## config.mk

```make
export PLATFORM = sky130hd
export DESIGN_NAME = regfile_ctx_seq
export DESIGN_NICKNAME = d
export VERILOG_FILES = /design/src/rtl/regfile_ctx_seq.sv
export SDC_FILE = /design/constraint.sdc
export NUM_CORES = 1
export LEC_CHECK = 0
export ABC_AREA = 1
export CORE_ASPECT_RATIO = 1.1
export CORE_MARGIN = 1
export CORE_UTILIZATION = 46
export DETAILED_ROUTE_END_ITERATION = 16
export GPL_TIMING_DRIVEN = 0
export PLACE_DENSITY = 0.92
export SYNTH_ARGS = -nofsm -noshare
export SYNTH_HDL_FRONTEND = slang
export SYNTH_SLANG_ARGS = --single-unit
export TNS_END_PERCENT = 100
```

## constraint.sdc

```tcl
create_clock -name clk_i -period 5 [get_ports clk_i]
set_clock_uncertainty 0.15 [all_clocks]
set_input_delay 0.5 -clock clk_i [delete_from_list [all_inputs] [get_ports clk_i]]
set_output_delay 0.5 -clock clk_i [all_outputs]
set_load 0.005 [all_outputs]
```

## src/rtl/regfile_ctx_seq.sv

```systemverilog
// regfile_ctx_seq: walks a register mask, saving registers to memory or restoring them over Wishbone.
// Define REGFILE_CTX_TIMEOUT_EN to abort bus transfers that wait TIMEOUT cycles without ack/err.
module regfile_ctx_seq #(
    parameter int WIDTH   = 32,
    parameter int COUNT   = 16,
    parameter int COUNTP  = 4,
    parameter int ADDRW   = 32,
    parameter int TIMEOUT = 255
) (
    input  logic              clk_i,
    input  logic              rst_i,
    input  logic              start_i,
    input  logic              dir_i,
    input  logic [ADDRW-1:0]  base_i,
    input  logic [COUNT-1:0]  mask_i,
    output logic              busy_o,
    output logic              done_o,
    output logic              err_o,
    output logic [COUNTP-1:0] rf_read_o,
    input  logic [WIDTH-1:0]  rf_data_i,
    output logic [COUNTP-1:0] rf_waddr_o,
    output logic [WIDTH-1:0]  rf_wdata_o,
    output logic [1:0]        rf_wen_o,
    output logic              bus_cyc_o,
    output logic              bus_stb_o,
    output logic              bus_we_o,
    output logic [ADDRW-1:0]  bus_adr_o,
    output logic [WIDTH-1:0]  bus_dat_o,
    input  logic [WIDTH-1:0]  bus_dat_i,
    input  logic              bus_ack_i,
    input  logic              bus_err_i
);
    typedef enum logic [2:0] {IDLE, NEXT, BUS, WB, DONE} state_t;
    state_t state, state_nx;
    logic [COUNT-1:0] pend;
    logic [ADDRW-1:0] addr;
    logic [WIDTH-1:0] word;
    logic [COUNTP-1:0] cur, idx;
    logic dir, abort;
    logic [1:0] unused_base;
    assign unused_base = base_i[1:0];
`ifdef REGFILE_CTX_TIMEOUT_EN
    localparam int TW = $clog2(TIMEOUT + 1);
    logic [TW-1:0] cnt;
    always_ff @(posedge clk_i)
        cnt <= (!rst_i || state != BUS) ? '0 : cnt + 1'b1;
    assign abort = state == BUS && !bus_ack_i && !bus_err_i && cnt == TW'(TIMEOUT - 1);
`else
    localparam int timeout_unused = TIMEOUT;
    assign abort = 1'b0;
`endif
    // Lowest pending register is transferred first, giving ascending order.
    always_comb begin
        idx = '0;
        for (int k = COUNT - 1; k >= 0; k--)
            if (pend[k]) idx = COUNTP'(k);
    end
    always_comb begin
        state_nx = state;
        case (state)
            IDLE: if (start_i) state_nx = NEXT;
            NEXT: state_nx = pend == '0 ? DONE : BUS;
            BUS: begin
                if (bus_err_i || abort) state_nx = DONE;
                else if (bus_ack_i) state_nx = dir ? WB : NEXT;
            end
            WB: state_nx = NEXT;
            default: state_nx = IDLE;
        endcase
    end
    always_ff @(posedge clk_i) begin
        if (!rst_i) begin
            state <= IDLE;
            pend  <= '0;
            addr  <= '0;
            word  <= '0;
            cur   <= '0;
            dir   <= 1'b0;
            err_o <= 1'b0;
        end else begin
            state <= state_nx;
            case (state)
                IDLE: if (start_i) begin
                    pend  <= mask_i;
                    addr  <= {base_i[ADDRW-1:2], 2'b00};
                    dir   <= dir_i;
                    err_o <= 1'b0;
                end
                NEXT: if (pend != '0) begin
                    pend[idx] <= 1'b0;
                    cur       <= idx;
                    if (!dir) word <= rf_data_i;
                end
                BUS: begin
                    if (bus_err_i || abort) err_o <= 1'b1;
                    else if (bus_ack_i && dir) word <= bus_dat_i;
                    else if (bus_ack_i) addr <= addr + ADDRW'(WIDTH / 8);
                end
                WB: addr <= addr + ADDRW'(WIDTH / 8);
                default: ;
            endcase
        end
    end
    assign busy_o     = state != IDLE;
    assign done_o     = state == DONE;
    assign rf_read_o  = state == NEXT ? idx : '0;
    assign rf_waddr_o = state == WB ? cur : '0;
    assign rf_wdata_o = state == WB ? word : '0;
    assign rf_wen_o   = state == WB ? 2'b11 : 2'b00;
    assign bus_cyc_o  = state == BUS;
    assign bus_stb_o  = state == BUS;
    assign bus_we_o   = state == BUS && !dir;
    assign bus_adr_o  = state == BUS ? addr : '0;
    assign bus_dat_o  = word;
endmodule

```

==> summary.txt <==
Synth
  – Top cells by area, synth: dfxtp_1, nand2_1, nor2_1
  – Cell count after synthesis: between 800 and 900
  – FFs w/ async S/R, synth: 0
  – Sequential area share after synthesis: 0.331
  – Synth top area share: 0.331
  – Synth warnings: 0
  – Yosys top cell by area: dfxtp_1
  – Most frequent cell after synthesis: nand2_1
  – Seq cells post-synth: 87
  – Post-synth EDFFs: 0
  – Post-synth top flop: dfxtp_1
  – Synth unique cells: between 40 and 50
  – Syn_area_per_cell: 6.32 µm²
  – Synth Cell Area: 5260 µm²
  – Most instantiated cells after synthesis: nand2_1, nor2_1, inv_1

Route
  – Vias/cell: around 5.3
  – ANT nets after route: 0
  – Iter 0 DRT Violations: about 380
  – DRC: 0
  – Routed WL: between 15000 and 20000 µm
  – Vias: ~6500
  – Routed wire per std cell: 14.8 µm
  – First-pass DRT Iterations: 5

Power
  – Pleak: roughly 3 nW
  – Maximum vdd drop: just under 0.0002 V
  – Tot Pwr: between 2 and 3 mW
  – Pwr per Cell Area: around 340 nW/µm²

Worst setup path
  – Worst Setup End Kind: output port
  – CP Launch Type: register
  – Kind of critical path: register to output port
  – CP cell instances: inv_1 -> nand2_1 -> nand2_1 -> nand2_1 -> nand2_1 -> nand2_1 -> nand2_1 -> nand2_1 -> nand2_1 -> nand2_1 -> nand2_1 -> nand2_1 -> nand2_1 -> nand2_2 -> nand2_1 -> nor2_1 -> clkdlybuf4s50_1
  – Max stage delay cell, worst path: clkdlybuf4s50_1
  – Worst-path maximum fanout: 9
  – Required time worst endpoint: about 4.4 ns
  – Buf/Inv on CP: 2
  – CP delay by family, top: simple AND/OR/NAND/NOR gates
  – Most frequent CP cell: nand2_1
  – CP peak stage delay: 0.51 ns
  – CP Data Arrival Time: approximately 2.5 ns

STA
  – Final setup vio count: 0
  – Post-layout min period: 3.18 ns
  – Relative slew slack: 0.568
  – Setup TNS: 0 ns
  – Fmax: between 300 and 400 MHz
  – Period utilization: 0.635
  – Slew @ Worst Pin: 0.643 ns
  – Final Slew Violations: 0
  – Final hold viol count: 0
  – RSZ-0062 raised after global routing: no

Final layout
  – Fillers: around 900
  – ANT cells: 0
  – Register area: ~1700 µm²
  – Layout cells sized above 1: 0.0690
  – P&R area growth vs syn: 52.1%
  – Core Util, Final: 0.726
  – Fin cells: around 1200
  – Area occupied by multi-input gates: 2880 µm²
  – Nets: about 1200

Die
  – Die Span Y: approximately 110 µm
  – Cell Rows: 40
  – Die W: roughly 100 µm
  – Initial Util: 0.477
  – Placeable Area: between 10000 and 15000 µm²
  – I/O pin total: 230
  – Die area: approximately 12000 µm²

Clock tree
  – PostCTS Resize Cnt: 0
  – Reg clk slew, reported paths: 0.07 ns
  – Worst skew pair latency: 0.33 ns
  – CTS buffer count: 9
  – Clock sinks: 87
  – H-tree Lvls: 3
  – CTS Hold Buffers Added: 0
  – CTS tree: yes
  – Clock Tree Root: clkbuf_16
  – Setup Buffers After CTS: 0
  – Longest Clk Path Bufs: 2

Global route
  – First-pass GRT wire length: approximately 29000 µm
  – Initial antenna violation count: 0
  – Pin count of the biggest net entering global routing: 15
  – Global-route usage over all layers: 0.303
  – Gr ovfl total: 0
  – Vias in the first global route: a little over 6000

Outcome
  – Outcome: completed

Placed design
  – Dpl hpwl: ~14000 µm
  – PortBufs: approximately 220
  – Placed Cells incl. Taps: approximately 1200
  – GPL Wtd Cong: about 0.94

Worst hold path
  – Min-delay worst type: register to register

Job
  – Max-Cap Viols: 0
## worst min-delay path, stage by stage, from the launching register on
cell     delay [ns]
dfxtp_1        0.32
nand2_1        0.06
a21oi_1        0.05
## final timing paths
check                start      endpoint  slack [ns]  cells past startpoint
setup / recovery  pend[13]  rf_read_o[0]        1.82                     17
hold / removal    addr[18]      addr[18]        0.33                      2
setup reg to reg  state[0]      addr[18]        2.66                     11
hold reg to reg   addr[18]      addr[18]        0.33                      2
## state kept, by name, summed over array words and instances, names as in the netlist
signal	count
bus_dat_o	32
state	3
pend	16
err_o	1
addr	30
cur	4
dir	1
## stage by stage
step | hold WS, ns | cell area [µm²] | setup slack [ns]
finish | 0.329 | 8000 | 1.82
global route | 0.348 | 8000 | 1.61
CTS | 0.331 | 8000 | 1.84
detailed placement | 0.322 | 7690 | 2.18
global placement | 0.317 | 7690 | 2.18
floorplan | 0.306 | 5260 | 3.00
## cells by family after synthesis
logic type,share of synthesized area
AO/OA/AOI/OAI,0.208
XOR/XNOR,0.0267
adder cells (fa/ha/maj),0.00238
buffers and inverters,0.121
flip-flops,0.331
other,0.000713
AND/OR/NAND/NOR,0.309
## per-layer routing
metal  vias up  track usage  share of wire
met3        35       0.0643          0.083
li1       3161            -              -
met2       325        0.548           0.50
met5         -            0              0
met1      2929        0.349           0.39
met4         0        0.120          0.027
## cell type report
cell class | count | area share
inverter | 109 | 0.0515
timing repair buffer | 224 | 0.280
multi-input combinational | 588 | 0.360
clock inverter | 4 | 0.00673
sequential | 87 | 0.218
tap | 147 | 0.0230
buffer | 49 | 0.0282
clock buffer | 12 | 0.0321
## power by group
| part | internal (mW) | leakage (nW) | switching (mW) |
|---|---|---|---|
| Sequential | 0.842 | 0.718 | 0.134 |
| Clock | 0.416 | 0.145 | 0.279 |
| Combinational | 0.462 | 2.15 | 0.617 |
| Total | 1.72 | 3.01 | 1.03 |
## layout by cell type, fill, tap and decap left out, types with 29 or more instances in the layout
| cell type | n |
|---|---|
| inv_1 | 99 |
| clkdlybuf4s50_1 | 224 |
| nand2_1 | 155 |
| a21oi_1 | 61 |
| a31oi_1 | 35 |
| o21ai_0 | 29 |
| o21ai_1 | 54 |
| dfxtp_1 | 87 |
| nand3_1 | 35 |
| nor2_1 | 129 |
Note: power is estimated with default switching activity, not from simulation.
